## src/rtl/skid_buffer_pipe.sv

```systemverilog
// skid_buffer_pipe
//   A chain of STAGES full-bandwidth skid-buffer register slices between an
//   ingress valid/ready interface (i_*) and an egress valid/ready interface
//   (e_*). Every slice keeps a main register M and a skid register S, which
//   gives 2*STAGES words of storage. Each handshake output is decoded from a
//   state register only, so no combinational path crosses the chain. The
//   design sustains one transfer per cycle.
//
//   Parameters
//     DATA_W  payload width in bits (>=1)
//     STAGES  number of cascaded slices (>=1)
//
//   Ports
//     clk          clock, rising edge
//     reset        asynchronous, active-high reset
//     i_valid_i    ingress valid
//     i_data_i     ingress payload
//     i_ready_o    ingress ready (decoded from slice 0 state)
//     e_ready_i    egress ready
//     e_valid_o    egress valid (decoded from last slice state)
//     e_data_o     egress payload, forced to zero while e_valid_o=0
//
//   Optional build macro SKID_PERF_CNT_EN adds:
//     stall_clr_i  synchronous clear of the stall counter (wins over increment)
//     stall_cnt_o  saturating count of cycles with e_valid_o=1 and e_ready_i=0
module skid_buffer_pipe #(
  parameter int DATA_W = 8,
  parameter int STAGES = 2
) (
  input  logic              clk,
  input  logic              reset,
  input  logic              i_valid_i,
  input  logic [DATA_W-1:0] i_data_i,
  output logic              i_ready_o,
  input  logic              e_ready_i,
  output logic              e_valid_o,
  output logic [DATA_W-1:0] e_data_o
`ifdef SKID_PERF_CNT_EN
  ,
  input  logic              stall_clr_i,
  output logic [15:0]       stall_cnt_o
`endif
);

  typedef enum logic [1:0] {
    ST_EMPTY = 2'b00,
    ST_BUSY  = 2'b01,
    ST_FULL  = 2'b10
  } state_t;

  // Per-slice handshake and data, flattened so each slice drives only its
  // own bits.
  logic [STAGES-1:0]        in_rdy;
  logic [STAGES-1:0]        out_vld;
  logic [STAGES*DATA_W-1:0] out_dat_flat;

  genvar gi;
  generate
    for (gi = 0; gi < STAGES; gi++) begin : g_slice
      state_t            state_q, state_d;
      logic [DATA_W-1:0] m_q, m_d;
      logic [DATA_W-1:0] s_q, s_d;
      logic              in_valid;
      logic [DATA_W-1:0] in_data;
      logic              out_ready;

      if (gi == 0) begin : g_head
        assign in_valid = i_valid_i;
        assign in_data  = i_data_i;
      end else begin : g_link
        assign in_valid = out_vld[gi-1];
        assign in_data  = out_dat_flat[(gi-1)*DATA_W +: DATA_W];
      end

      if (gi == STAGES-1) begin : g_tail
        assign out_ready = e_ready_i;
      end else begin : g_next
        assign out_ready = in_rdy[gi+1];
      end

      // Handshakes come from state alone. The unused encoding reports
      // neither ready nor valid, so no word can be lost while it recovers.
      assign in_rdy[gi]  = (state_q == ST_EMPTY) || (state_q == ST_BUSY);
      assign out_vld[gi] = (state_q == ST_BUSY) || (state_q == ST_FULL);
      assign out_dat_flat[gi*DATA_W +: DATA_W] = m_q;

      always_comb begin
        state_d = state_q;
        m_d     = m_q;
        s_d     = s_q;
        case (state_q)
          ST_EMPTY: begin
            if (in_valid) begin
              state_d = ST_BUSY;
              m_d     = in_data;
            end
          end
          ST_BUSY: begin
            if (in_valid && out_ready) begin
              // The word leaves and a new one arrives in the same cycle.
              m_d = in_data;
            end else if (in_valid) begin
              // Downstream stalled. The new word goes into the skid register.
              state_d = ST_FULL;
              s_d     = in_data;
            end else if (out_ready) begin
              state_d = ST_EMPTY;
            end
          end
          ST_FULL: begin
            if (out_ready) begin
              state_d = ST_BUSY;
              m_d     = s_q;
            end
          end
          default: state_d = ST_EMPTY;
        endcase
      end

      always_ff @(posedge clk or posedge reset) begin
        if (reset) begin
          state_q <= ST_EMPTY;
          m_q     <= '0;
          s_q     <= '0;
        end else begin
          state_q <= state_d;
          m_q     <= m_d;
          s_q     <= s_d;
        end
      end
    end
  endgenerate

  assign i_ready_o = in_rdy[0];
  assign e_valid_o = out_vld[STAGES-1];
  assign e_data_o  = e_valid_o ? out_dat_flat[(STAGES-1)*DATA_W +: DATA_W] : '0;

`ifdef SKID_PERF_CNT_EN
  logic [15:0] stall_cnt_q, stall_cnt_d;

  always_comb begin
    stall_cnt_d = stall_cnt_q;
    if (stall_clr_i) begin
      stall_cnt_d = '0;
    end else if (e_valid_o && !e_ready_i && (stall_cnt_q != 16'hFFFF)) begin
      stall_cnt_d = stall_cnt_q + 16'd1;
    end
  end

  always_ff @(posedge clk or posedge reset) begin
    if (reset) begin
      stall_cnt_q <= '0;
    end else begin
      stall_cnt_q <= stall_cnt_d;
    end
  end

  assign stall_cnt_o = stall_cnt_q;
`endif

endmodule

```

## config.mk

```make
export PLATFORM = sky130hd
export DESIGN_NAME = skid_buffer_pipe
export DESIGN_NICKNAME = d
export VERILOG_FILES = /design/src/rtl/skid_buffer_pipe.sv
export SDC_FILE = /design/constraint.sdc
export NUM_CORES = 1
export LEC_CHECK = 0
export BUFFER_PORTS_ARGS = -buffer_cell sky130_fd_sc_hd__buf_2
export CAP_MARGIN = 20
export CORE_MARGIN = 2
export CORE_UTILIZATION = 55
export DETAILED_ROUTE_END_ITERATION = 12
export PLACE_DENSITY = 0.78
export SETUP_SLACK_MARGIN = 0.3
export SYNTH_ARGS = -nofsm -noshare
export SYNTH_HDL_FRONTEND = slang
export SYNTH_SLANG_ARGS = --single-unit
```

## constraint.sdc

```tcl
create_clock -name clk -period 2.21 [get_ports clk]
set_input_delay 0.442 -clock clk [delete_from_list [all_inputs] [get_ports clk]]
set_output_delay 0.442 -clock clk [all_outputs]
set_load 0.03 [all_outputs]
```

# Yosys cells after proc, flatten, opt, wreduce, memory -nomap -nowiden
# Index checks and enable logic that the tools add are counted.
[classes]
n_bitwise = 2
reduce_logical = 16
eq_ne = 14
muxes = 21
[op_table]
columns = ["cell", "count"]
rows = [
  ["$mux 8", 7],
  ["$pmux 8 s3", 2],
  ["$mux 2", 10],
  ["$reduce_and 4->1", 4],
  ["$ne 2x2->1 const B", 6],
  ["$pmux 2 s3", 2],
  ["$ne 3x3->1 const B", 2],
  ["$reduce_and 3->1", 2],
  ["$reduce_bool 3->1", 2],
  ["$eq 2x1->1 const B", 2],
  ["$eq 2x2->1 const B", 2],
  ["$logic_not 2->1", 2],
  ["$logic_or 1x1->1", 4],
  ["$ne 2x1->1 const B", 2],
  ["$logic_and 1x1->1", 2],
  ["$not 1->1", 2],
]
[totals]
register_bits = 36
inputBits = 12

# Depth between registers and ports, before layout
# Gate-level depths: netlist (run 1).
[logic_depth]
depth_word = 6
depth_mapped = 8
depth_no_buf = 6

# Worst setup path after synthesis (run 1)
# OpenSTA, ideal clock, no wires.
[synth_timing]
kind = "register -> output"
start = "register g_slice[1].state_q[1]"
end = "output port e_data_o[6]"
slack_ns = 0.389
required_ns = 1.768
stages_incl_launch_ff = 4
arrival_ns = 1.379
path_cell_list = "dfrtp_1 inv_1 ha_1 and2_1"
[synth_via]
elab_chain_len = 3
word_cells_on_any_way = 4
classes_between = "eq/ne (2); mux (1); reduce/logical (1)"
[synth_rtl]
columns = ["item", "line", "source"]
rows = [
  ["start: declaration", "60", "state_t state_q, state_d;"],
  ["start signal: assignment", "126", "state_q <= state_d;"],
  ["$eq 2x1->1 / $eq 2x2->1 (equally long branches)", "84", "assign out_vld[gi] = (state_q == ST_BUSY) || (state_q == ST_FULL);"],
  ["$logic_or 1x1->1 (*)", "84", ""],
  ["net e_valid_o", "36", "output logic e_valid_o,"],
  ["$mux 8 (*)", "136", "assign e_data_o = e_valid_o ? out_dat_flat[(STAGES-1)*DATA_W +: DATA_W] : '0;"],
  ["end: declaration", "37", "output logic [DATA_W-1:0] e_data_o"],
]
# The timed path passes the listed nets; every way through them passes the cells marked *.

# Worst setup path in the final report (run 1)
[layout_timing]
start = "register g_slice[1].state_q[0]"
end = "output port e_data_o[5]"
[layout_via]
elab_chain_len = 3
word_cells_on_any_way = 4
classes_between = "eq/ne (2); mux (1); reduce/logical (1)"
[layout_rtl]
columns = ["item", "line"]
rows = [
  ["$eq 2x1->1 / $eq 2x2->1 (equally long branches)", "84"],
  ["$logic_or 1x1->1 (*)", "84"],
  ["$mux 8 (*)", "136"],
]
# Every way passes the cells marked *; elsewhere a longest branch is shown, timed or not.

==> results of run 1 <==
[per-stage QoR]
step | std cells | hold WS [ns] | area, um^2
6_report | 232 | 0.179 | 2150
5_1_grt | 232 | 0.226 | 2150
4_1_cts | 231 | 0.171 | 2110
3_5_place_dp | 219 | 0.465 | 1990
3_3_place_gp | 219 | 0.453 | 1990
2_1_floorplan | 153 | 0.442 | 1820
[final timing paths]
| check | from | slack (ns) | endpoint | depth (start not counted) |
|---|---|---|---|---|
| worst min-delay path | reset | 0.18 | g_slice[0].state_q[1] | 3 |
| worst min register to register | g_slice[1].m_q[6] | 0.48 | g_slice[1].m_q[6] | 2 |
| worst max register to register | g_slice[0].state_q[1] | 0.40 | g_slice[0].state_q[1] | 6 |
| min in group clk | i_data_i[2] | 0.35 | g_slice[0].s_q[2] | 2 |
| max in group asynchronous | reset | 1.71 | g_slice[1].state_q[1] | 3 |
| worst max-delay path | g_slice[1].state_q[0] | 0.35 | e_data_o[5] | 4 |
[registers in the layout (all words and copies together), names as in the netlist]
register and count:
g_slice.s_q 16, g_slice.state_q 4, g_slice.m_q 16
[cell type report]
type	instances	area (um^2)
clock buffers	8	58.8
fillers	237	950
inverters	7	28.8
multi-input cells	106	895
flip-flops and latches	36	902
well taps	44	55.1
repair buffers	31	214
[critical path, stage by stage, from the launching register on]
cell and delay (ns):
dfrtp_1 0.42, inv_2 0.10, ha_4 0.23, and2_1 0.16, buf_4 0.16
[power by group]
part	switching, W	total, W	internal [W]	leakage, nW
Combinational	0.00102	0.00195	0.000936	0.507
Sequential	0.000197	0.00120	0.00101	0.426
Clock	0.000207	0.000364	0.000157	0.0326
Total	0.00142	0.00352	0.00210	0.965
[layer usage]
metal | wire length, um | global-route usage [%] | up-vias
met4 | 74 | 11.6 | 0
met1 | 1350 | 24.5 | 597
met3 | 108 | 5.67 | 8
li1 | - | - | 596
met5 | 0 | 0 | -
met2 | 1670 | 34.1 | 21
[cell families after synthesis]
| group | after synthesis | synth area share, % |
|---|---|---|
| compound gates | 25 | 9.47 |
| xor+xnor | 1 | 0.481 |
| fa+ha+maj | 10 | 6.86 |
| buf+inv | 11 | 3.16 |
| flops | 36 | 49.4 |
| mux | 35 | 20.4 |
| simple gates | 35 | 10.2 |
[what timing repair did]
action / 4_1_cts / 5_1_grt
setup buffers: 4 / 1
setup endpoints to repair: 10 / 9
resized for setup: 11 / 21
pin swaps: 0 / 1
[synth_stat cells (all sizes together), types with 2 or more instances]
cell	instances	area [um^2]
inv	7	26.3
mux2	17	191
nand3	2	10.0
mux2i	18	180
o21ai	9	45.0
nor2	11	41.3
and2	8	50.1
nand2	9	33.8
ha	10	125
a21oi	10	57.6
dfrtp	36	901
buf	3	27.5
==> metrics.md, run 1 <==
| Metric | Value |
|---|---|
| Crit Path Max Fanout | `9` |
| # diodes | `0` |
| CTS tree | `built` |
| Setup slack at placement | `0.376 ns` |
| Final WS setup | `approximately 0.35 ns` |
| Layout net count | `209` |
| Hold Vio Cnt, Final | `0` |
| Worst Setup End Kind | `primary output` |
| Core Box Area | `approximately 3100 um^2` |
| Die height | `61.6 um` |
| Total Routing Usage GR | `just over 20%` |
| Final Total Pwr | `between 0.003 and 0.004 W` |
| Max Clock Freq | `539 MHz` |
| Root Buffer | `clkbuf_4` |
| Lkg Pwr | `~0.97 nW` |
| Worst skew pair latency | `0.34 ns` |
| Worst Path Arrival | `1.41 ns` |
| Hold Path Class | `in2async` |
| Slew Viols, Final | `0` |
| Clk_skew | `0.00986 ns` |
| Cts hold-fix bufs | `0` |
| Finished Core Util | `69.4%` |
| Initial core utilization | `58.7%` |
| Ys flop type | `dfrtp_1` |
| Register area share after synthesis | `49.4%` |
| PortBufs | `21` |
| Post-route ant nets | `0` |
| Die Area | `3790 um^2` |
| Post-Syn Area | `around 1800 um^2` |
| First-pass GRT wire length | `5.55 mm` |
| Detailed placement HPWL | `2.30 mm` |
| Status | `finished clean` |
| Peak VDD IR | `0.000794 V` |
| Area delta synth->final | `18.1%` |
| Slew @ Worst Pin | `just over 0.5 ns` |
| Post-synthesis cell count | `roughly 150` |
| Clock sinks | `36` |
| Fin crit period | `1.86 ns` |
| Pin count of the biggest net entering global routing | `37` |
| Post-DR vias/cell | `5.27` |
| Clock transition at path regs | `0.11 ns` |
| # DRC | `0` |
| Leading cell type in the layout, fill and taps excluded | `dfrtp_1` |
| Total gr overflow | `0` |
| Synth Net Count | `175` |
| Wire per inst | `13.8 um` |
| PwrDens | `around 1600 nW/um^2` |
| Via count | `1,222` |
| Rel. slew slack | `66.1%` |
| Maximum clock path buffer count | `2` |
| Synth cell types | `27` |
| FF+latch count, synth | `36` |
| Syn avg cell area | `roughly 12 um^2` |
| Final setup viols | `0` |
| Startpoint Class | `register` |
| Row cnt | `20` |
| Top Ports | `22` |
| Setup Crit Path Kind | `reg2out` |
| Routability congestion estimate from global placement | `0.727` |
| Maximum level of the CTS H-tree | `2` |
| Setup TNS | `0 ns` |
| Pre-antenna DRT Iters | `4` |
| Initial antenna violation count | `0` |
| Fraction of layout cells with a size suffix above 1 | `around 37%` |
| Most frequent cells in the layout | `dfrtp_1 (35), mux2i_1 (18), mux2_2 (17)` |
| Max_cap viols | `0` |
| Unrepaired setup endpoints after global routing | `yes` |
| Share of flip-flops with an asynchronous set or reset | `100%` |
| Data required time of the worst path | `1.77 ns` |
| Die span in x | `~60 um` |
| Number of global-route vias before repair | `1,262` |
| Ys Warns | `0` |
| CTS buffer count | `5` |
| Total length of routed wires | `between 3 and 4 mm` |
| EDFF count, synth | `0` |
| Tcrit/Tclk final | `between 80% and 90%` |
| Drt first-iter violations | `31` |
No activity file was read; power rests on OpenSTA's default activity.
==> run 2: changes to the inputs <==
--- a/config.mk
+++ b/config.mk
@@ -5,12 +5,13 @@
 export SDC_FILE = /design/constraint.sdc
 export NUM_CORES = 1
 export LEC_CHECK = 0
+export ABC_AREA = 1
 export BUFFER_PORTS_ARGS = -buffer_cell sky130_fd_sc_hd__buf_2
 export CAP_MARGIN = 20
 export CORE_MARGIN = 2
-export CORE_UTILIZATION = 55
+export CORE_UTILIZATION = 52
 export DETAILED_ROUTE_END_ITERATION = 12
-export PLACE_DENSITY = 0.78
+export PLACE_DENSITY = 0.77
 export SETUP_SLACK_MARGIN = 0.3
 export SYNTH_ARGS = -nofsm -noshare
 export SYNTH_HDL_FRONTEND = slang
==> constraint.sdc (replaced) <==
create_clock -name clk -period 1.7 [get_ports clk]
set_input_delay 0.34 -clock clk [delete_from_list [all_inputs] [get_ports clk]]
set_output_delay 0.34 -clock clk [all_outputs]
set_load 0.03 [all_outputs]
==> run 2 against run 1 <==
Synthesized cell count increased by 65%. Combinational power grew 76%. Worst hold slack got worse by 0.037 ns. Highest routed layer unchanged. Setup slack worse by 0.37 ns. Count of clock-buffer cells in the layout shrank 2. Synthesized area is 5.3% higher. Non-clock buffer count grew 15. Die area grew 11%. Global-route usage fell by 0.76 points. Largest cell class is now multi-input combinational cells. Clock power grew 100%. The run now ends with negative setup slack left. First-iteration DRC count grew 26%. Largest power group unchanged.
==> metrics.md, run 2 <==
| Metric | Value |
|---|---|
| Die Area | `4190 um^2 (was 3790 um^2)` |
| Worst Setup End Kind | `primary output (unchanged)` |
| Via count | `1,717 (was 1,222)` |
| Finished Core Util | `75.9% (was 69.4%)` |
| Synth cell types | `19 (was 27)` |
| Crit Path Max Fanout | `6 (was 9)` |
| Wire per inst | `12.9 um (was 13.8 um)` |
| Slew Viols, Final | `0 (unchanged)` |
| Startpoint Class | `register (unchanged)` |
| Leading cell type in the layout, fill and taps excluded | `nand2_1 (was dfrtp_1)` |
| Clock transition at path regs | `0.07 ns (was 0.11 ns)` |
| Post-synthesis cell count | `253 (was 153)` |
| Share of flip-flops with an asynchronous set or reset | `100% (unchanged)` |
| Number of global-route vias before repair | `1,564 (was 1,262)` |
| Max Clock Freq | `583 MHz` |
| Core Box Area | `3610 um^2 (was 3100 um^2)` |
| Initial antenna violation count | `0 (unchanged)` |
| Tcrit/Tclk final | `101%` |
| Hold Vio Cnt, Final | `0 (unchanged)` |
| Routability congestion estimate from global placement | `0.796 (was 0.727)` |
| Die height | `64.8 um (was 61.6 um)` |
| Most frequent cells in the layout | `nand2_1 (73), dfrtp_1 (35), o21ai_0 (26) (was dfrtp_1 (35), mux2i_1 (18), mux2_2 (17))` |
| Reg2reg start | `g_slice[0].state_q[0] (was g_slice[0].state_q[1])` |
| Root Buffer | `clkbuf_8 (was clkbuf_4)` |
| Drt first-iter violations | `39 (was 31)` |
| Top Ports | `22 (unchanged)` |
| Final WS setup | `-0.0152 ns (was 0.355 ns)` |
| Pin count of the biggest net entering global routing | `37 (unchanged)` |
| Final setup viols | `3 (was 0)` |
| Synth Net Count | `275 (was 175)` |
| CTS tree | `built (unchanged)` |
| Hold Path Class | `in2async (unchanged)` |
| # diodes | `0 (unchanged)` |
| CTS buffer count | `5 (unchanged)` |
| Worst setup path start | `g_slice[1].state_q[0] (unchanged)` |
| Leading registers by flop count | `g_slice.m_q: 16 flops, g_slice.s_q: 16 flops, g_slice.state_q: 4 flops (unchanged)` |
| CP delay by family, top | `flip-flops (unchanged)` |
| RR Endpoint | `g_slice[0].m_q[2] (was g_slice[0].state_q[1])` |
| Layout net count | `320 (was 209)` |
| # DRC | `0 (unchanged)` |
| Yosys top cell area share | `46.9% (was 49.4%)` |
| Worst skew pair latency | `0.29 ns (was 0.34 ns)` |
| Fin crit period | `1.72 ns` |
| Worst setup endpoint | `e_data_o[1] (was e_data_o[5])` |
| Slowest stage delay, CP | `0.37 ns (was 0.42 ns)` |
| Clock sinks | `36 (unchanged)` |
| Setup Crit Path Kind | `reg2out (unchanged)` |
| First-pass GRT wire length | `6.54 mm (was 5.55 mm)` |
| Top cells by area, synth | `dfrtp_1 (47%), nand2_1 (20%), o21ai_0 (8.3%) (was dfrtp_1 (49%), mux2_2 (11%), mux2i_1 (9.9%))` |
| Register area share after synthesis | `46.9% (was 49.4%)` |
| FF+latch count, synth | `36 (unchanged)` |
| PortBufs | `21 (unchanged)` |
| Max_cap viols | `0 (unchanged)` |
| Ys flop type | `dfrtp_1 (unchanged)` |
| Total length of routed wires | `4.47 mm (was 3.20 mm)` |
| Crit-path cells | `inv_2 -> ha_4 -> buf_8 -> nand2_4 -> inv_4 -> buf_6 (was inv_2 -> ha_4 -> and2_1 -> buf_4)` |
| Worst Path Arrival | `1.38 ns (was 1.41 ns)` |
| Detailed placement HPWL | `2.31 mm (was 2.30 mm)` |
| Top post-synthesis cells by count | `nand2_1 (102), dfrtp_1 (36), inv_1 (34) (was dfrtp_1 (36), mux2i_1 (18), mux2_2 (17))` |
| Stages on worst setup path | `6 (was 4)` |
| Failing checks | `negative setup slack` |
| Unrepaired setup endpoints after global routing | `yes (unchanged)` |
| Clk_skew | `0.00729 ns (was 0.00986 ns)` |
| Fraction of layout cells with a size suffix above 1 | `41.1% (was 36.7%)` |
| Row cnt | `22 (was 20)` |
| Lkg Pwr | `1.44 nW (was 0.965 nW)` |
| Total Routing Usage GR | `20.0% (was 20.7%)` |
| Post-route ant nets | `0 (unchanged)` |
| EDFF count, synth | `0 (unchanged)` |
| Sequential cell area | `902 um^2 (unchanged)` |
| Slew @ Worst Pin | `0.455 ns (was 0.506 ns)` |
| Maximum clock path buffer count | `2 (unchanged)` |
| Cts hold-fix bufs | `0 (unchanged)` |
| Fill count | `251 (was 237)` |
| Syn avg cell area | `7.59 um^2 (was 11.9 um^2)` |
| PwrDens | `2090 nW/um^2 (was 1630 nW/um^2)` |
| Peak VDD IR | `0.00115 V (was 0.000794 V)` |
| Post-Syn Area | `1920 um^2 (was 1820 um^2)` |
| R2R depth | `8 (was 6)` |
| Most frequent cell after synthesis | `nand2_1 (was dfrtp_1)` |
| Post-DR vias/cell | `4.95 (was 5.27)` |
| Total gr overflow | `0 (unchanged)` |
| Ys Warns | `0 (unchanged)` |
| Multi-input gate area | `1110 um^2 (was 895 um^2)` |
| Area delta synth->final | `42.6% (was 18.1%)` |
| Status | `finished with violations (was finished clean)` |
| Reg-to-reg setup timing slack | `0.12 ns (was 0.40 ns)` |
| Rel. slew slack | `69.7% (was 66.1%)` |
| Buffers and inverters on the worst path | `4 (was 2)` |
| Initial core utilization | `53.2% (was 58.7%)` |
| Synth area leader | `dfrtp_1 (unchanged)` |
| Crit-path slowest cell | `dfrtp_1 (unchanged)` |
| Data required time of the worst path | `1.36 ns (was 1.77 ns)` |
| Pre-antenna DRT Iters | `4 (unchanged)` |
| Maximum level of the CTS H-tree | `2 (unchanged)` |
| Worst hold slack | `0.142 ns (was 0.179 ns)` |
| Die span in x | `64.8 um (was 61.6 um)` |
| Setup slack at placement | `0.151 ns (was 0.376 ns)` |
==> run 2: changes by cell type in the layout (fill, tap and decap cells not counted), sizes merged, moves of 2 or more <==
cell | previous run | this run
a21oi | 10 | 2
and2 | 8 | 0
buf | 31 | 46
clkbuf | 8 | 6
inv | 7 | 37
mux2 | 17 | 0
mux2i | 18 | 0
nand2 | 9 | 104
nand3 | 2 | 13
nand3b | 0 | 2
nor2 | 11 | 7
o21ai | 9 | 33
==> run 2: where the power goes <==
| part | switching [W] | internal (W) | leakage (nW) |
|---|---|---|---|
| Combinational | 0.00195 | 0.00149 | 0.931 |
| Clock | 0.000296 | 0.000435 | 0.0552 |
| Sequential | 0.000290 | 0.00125 | 0.454 |
==> run 2: per-layer routing <==
layer	GRT usage (%)	part of all wire, %
met1	22.6	42
met2	37.6	52
met3	4.69	3.8
met4	4.79	2.7
met5	0	0
==> run 2: cell type report <==
| class | count | share of cell area [%] |
|---|---|---|
| Multi-Input combinational cell | 172 | 40.5 |
| Sequential cell | 36 | 33.0 |
| Timing Repair Buffer | 46 | 14.6 |
| Inverter | 37 | 5.81 |
| Clock buffer | 6 | 2.65 |
| Tap cell | 48 | 2.19 |
| Clock inverter | 2 | 1.28 |
==> run 2: kinds of logic (layout without fill, tap and decap cells) <==
| group | Yosys count | after routing | share of synthesized area [%] |
|---|---|---|---|
| AOI/OAI and AO/OA | 35 | 35 | 10.1 |
| adders and majority gates | 10 | 10 | 6.52 |
| buffers and inverters | 45 | 91 | 9.84 |
| DFF | 36 | 36 | 46.9 |
| and+or+nand+nor | 127 | 127 | 26.6 |
==> run 2: worst min-delay path, stage by stage <==
cell,delay [ns]
buf_2,0.09
inv_1,0.04
buf_4,0.39
==> run 2: worst min-delay path by stage <==
stage,endpoint,cells after the start,slack [ns],startpoint
2_1_floorplan,g_slice[0].m_q[0],2,0.44,g_slice[0].m_q[0]
3_3_place_gp,g_slice[0].m_q[2],2,0.45,g_slice[0].m_q[2]
3_5_place_dp,g_slice[1].state_q[0],3,0.46,reset
4_1_cts,g_slice[1].state_q[0],3,0.15,reset
5_1_grt,g_slice[0].s_q[5],3,0.18,reset
6_report,g_slice[1].s_q[3],3,0.14,reset
==> run 2: stage by stage <==
step / setup TNS, ns / cell area [um^2] / power [W] / instances
after floorplan: 0 / 2000 / 0.00327 / 253
after global placement: 0 / 2140 / 0.00356 / 321
after detailed placement: 0 / 2140 / 0.00362 / 321
after CTS: -0.0295 / 2510 / 0.00505 / 342
after global routing: -0.440 / 2740 / 0.00609 / 347
final: -0.0314 / 2740 / 0.00571 / 347
==> run 2: timing repair <==
item,4_1_cts,5_1_grt
gates resized for setup,47,53
buffers inserted,13,5
endpoints found under the setup margin,31,30
hold endpoints to repair,0,0
pin swaps,8,36
==> run 3: changes to the inputs <==
--- a/config.mk
+++ b/config.mk
@@ -13,6 +13,7 @@
 export DETAILED_ROUTE_END_ITERATION = 12
 export PLACE_DENSITY = 0.77
 export SETUP_SLACK_MARGIN = 0.3
+export SKIP_LAST_GASP = 1
 export SYNTH_ARGS = -nofsm -noshare
 export SYNTH_HDL_FRONTEND = slang
 export SYNTH_SLANG_ARGS = --single-unit
==> run 3 against run 2 <==
The flow still finishes with violations (negative setup slack). Highest routed layer unchanged. Critical path type unchanged. Clock skew hardly changed. Die area stayed put. Critical path depth stayed put. Non-clock buffer count stayed put. Largest cell class unchanged. Core utilization is 0.35 points lower. First-iteration DRC count is 38% higher. Critical endpoint unchanged. Sequential power hardly changed. Wire length is 2.3% lower. Largest power group unchanged.
==> metrics.md, run 3 (same netlist as run 2, synthesis figures left out) <==
| Metric | Value |
|---|---|
| Layout net count | `320 (unchanged)` |
| # diodes | `0 (unchanged)` |
| Max Clock Freq | `585 MHz (was 583 MHz)` |
| Worst skew pair latency | `0.29 ns (about the same)` |
| Maximum level of the CTS H-tree | `2 (unchanged)` |
| Area delta synth->final | `41.9% (was 42.6%)` |
| First-pass GRT wire length | `6.54 mm (unchanged)` |
| Number of global-route vias before repair | `1,564 (unchanged)` |
| Rel. slew slack | `69.0% (was 69.7%)` |
| Via count | `1,726 (was 1,717)` |
| Data required time of the worst path | `1.36 ns (about the same)` |
| Total gr overflow | `0 (unchanged)` |
| Worst Setup End Kind | `primary output (unchanged)` |
| Setup Crit Path Kind | `reg2out (unchanged)` |
| CTS tree | `built (unchanged)` |
| Final setup viols | `3 (unchanged)` |
| Total Routing Usage GR | `20.0% (unchanged)` |
| Most frequent cells in the layout | `nand2_1 (75), dfrtp_1 (35), o21ai_0 (27) (was nand2_1 (73), dfrtp_1 (35), o21ai_0 (26))` |
| Finished Layout Cells | `347 (unchanged)` |
| Row cnt | `22 (unchanged)` |
| Initial core utilization | `53.2% (unchanged)` |
| Die span in x | `64.8 um (unchanged)` |
| Leading cell type in the layout, fill and taps excluded | `nand2_1 (unchanged)` |
| Drt first-iter violations | `54 (was 39)` |
| CTS buffer count | `5 (unchanged)` |
| Initial antenna violation count | `0 (unchanged)` |
| Die Area | `4190 um^2 (unchanged)` |
| Fraction of layout cells with a size suffix above 1 | `40.5% (was 41.1%)` |
| Die height | `64.8 um (unchanged)` |
| Max_cap viols | `0 (unchanged)` |
| Startpoint Class | `register (unchanged)` |
| Hold Path Class | `in2async (unchanged)` |
| Top Ports | `22 (unchanged)` |
| Clk_skew | `0.00685 ns (was 0.00729 ns)` |
| PwrDens | `2080 nW/um^2 (was 2090 nW/um^2)` |
| Total length of routed wires | `4.37 mm (was 4.47 mm)` |
| Core Box Area | `3610 um^2 (unchanged)` |
| Lkg Pwr | `1.44 nW (about the same)` |
| Unrepaired setup endpoints after global routing | `yes (unchanged)` |
| Tcrit/Tclk final | `101% (about the same)` |
| Pre-antenna DRT Iters | `4 (unchanged)` |
| Post-DR vias/cell | `4.97 (was 4.95)` |
| Routability congestion estimate from global placement | `0.796 (unchanged)` |
| Leading registers by flop count | `g_slice.m_q: 16 flops, g_slice.s_q: 16 flops, g_slice.state_q: 4 flops (unchanged)` |
| Clock transition at path regs | `0.07 ns (about the same)` |
| Post-route ant nets | `0 (unchanged)` |
| Slew @ Worst Pin | `0.465 ns (was 0.455 ns)` |
| Fin area | `2720 um^2 (was 2740 um^2)` |
| Wire per inst | `12.6 um (was 12.9 um)` |
| Final WS setup | `-0.00964 ns (was -0.0152 ns)` |
| Slowest stage delay, CP | `0.37 ns (about the same)` |
| Peak VDD IR | `0.00114 V (was 0.00115 V)` |
| Hold Vio Cnt, Final | `0 (unchanged)` |
| # DRC | `0 (unchanged)` |
| Maximum clock path buffer count | `2 (unchanged)` |
| Status | `finished with violations (unchanged)` |
| PortBufs | `21 (unchanged)` |
| Worst Path Arrival | `1.37 ns (was 1.38 ns)` |
| DP Area | `2140 um^2 (unchanged)` |
| Cts hold-fix bufs | `0 (unchanged)` |
| Pin count of the biggest net entering global routing | `37 (unchanged)` |
| Placed Instances | `321 (unchanged)` |
| Fill count | `251 (unchanged)` |
| Root Buffer | `clkbuf_8 (unchanged)` |
| Failing checks | `negative setup slack (unchanged)` |
| Crit Path Max Fanout | `6 (unchanged)` |
| Clock sinks | `36 (unchanged)` |
| Fin crit period | `1.71 ns (was 1.72 ns)` |
| Crit-path cells | `inv_2 -> ha_4 -> buf_8 -> nand2_4 -> inv_4 -> buf_6 (unchanged)` |
| Detailed placement HPWL | `2.31 mm (unchanged)` |
| Crit-path slowest cell | `dfrtp_1 (unchanged)` |
| Slew Viols, Final | `0 (unchanged)` |
## run 3: final timing paths
check                                              to                   from  slack [ns]  cells past startpoint
max in group asynchronous       g_slice[0].state_q[0]                  reset        1.20                      3
worst max-delay path                      e_data_o[1]  g_slice[1].state_q[0]       -0.01                      6
worst min-delay path                g_slice[1].s_q[3]                  reset        0.15                      3
worst min register to register      g_slice[0].s_q[4]      g_slice[0].s_q[4]        0.49                      2
min in group clk                    g_slice[0].s_q[7]            i_data_i[7]        0.33                      3
worst max register to register      g_slice[0].m_q[5]  g_slice[0].state_q[0]        0.14                      9
## run 3: repair_timing
item,in CTS,in global routing
pin swaps,8,31
gates resized for setup,45,51
endpoints found under the setup margin,31,30
gates cloned,0,0
setup buffers,13,5
## run 3: layer usage
layer / GRT usage [%] / part of all wire [%]
met5: 0 / 0
met4: 4.79 / 2.6
met3: 4.69 / 4.8
met2: 37.6 / 52
met1: 22.6 / 41
## run 3: critical path, delay by kind of cell, from the launching register on
family                     cells  cell delay (ns)
buffers and inverters          4             0.35
and+or+nand+nor                1             0.05
adders and majority gates      1             0.31
DFF                            1             0.37
## run 3: final cells by class
class | instances | area (um^2) | area share (%)
timing repair buffer | 46 | 393 | 14.4
sequential | 36 | 902 | 33.1
clock buffer | 6 | 72.6 | 2.66
multi-input combinational | 172 | 1100 | 40.5
tap | 48 | 60.1 | 2.20
inverter | 37 | 159 | 5.83
clock inverter | 2 | 35.0 | 1.29
## run 3: power breakdown
part	internal (W)	leakage (nW)	switching, W	total [W]
logic	0.00148	0.928	0.00192	0.00340
registers	0.00125	0.454	0.000282	0.00153
clock network	0.000435	0.0552	0.000292	0.000727
## run 3: per-stage QoR
stage / TNS (ns) / util (%) / hold WS [ns] / setup slack (ns) / total power [W]
4_1_cts: -0.0295 / 69.6 / 0.151 / -0.0120 / 0.00504
2_1_floorplan: 0 / - / 0.442 / 0.222 / 0.00327
5_1_grt: -0.437 / 75.5 / 0.180 / -0.0691 / 0.00604
3_3_place_gp: 0 / 59.5 / 0.455 / 0.162 / 0.00356
6_report: -0.0150 / 75.5 / 0.154 / -0.00964 / 0.00566
3_5_place_dp: 0 / 59.5 / 0.462 / 0.151 / 0.00362
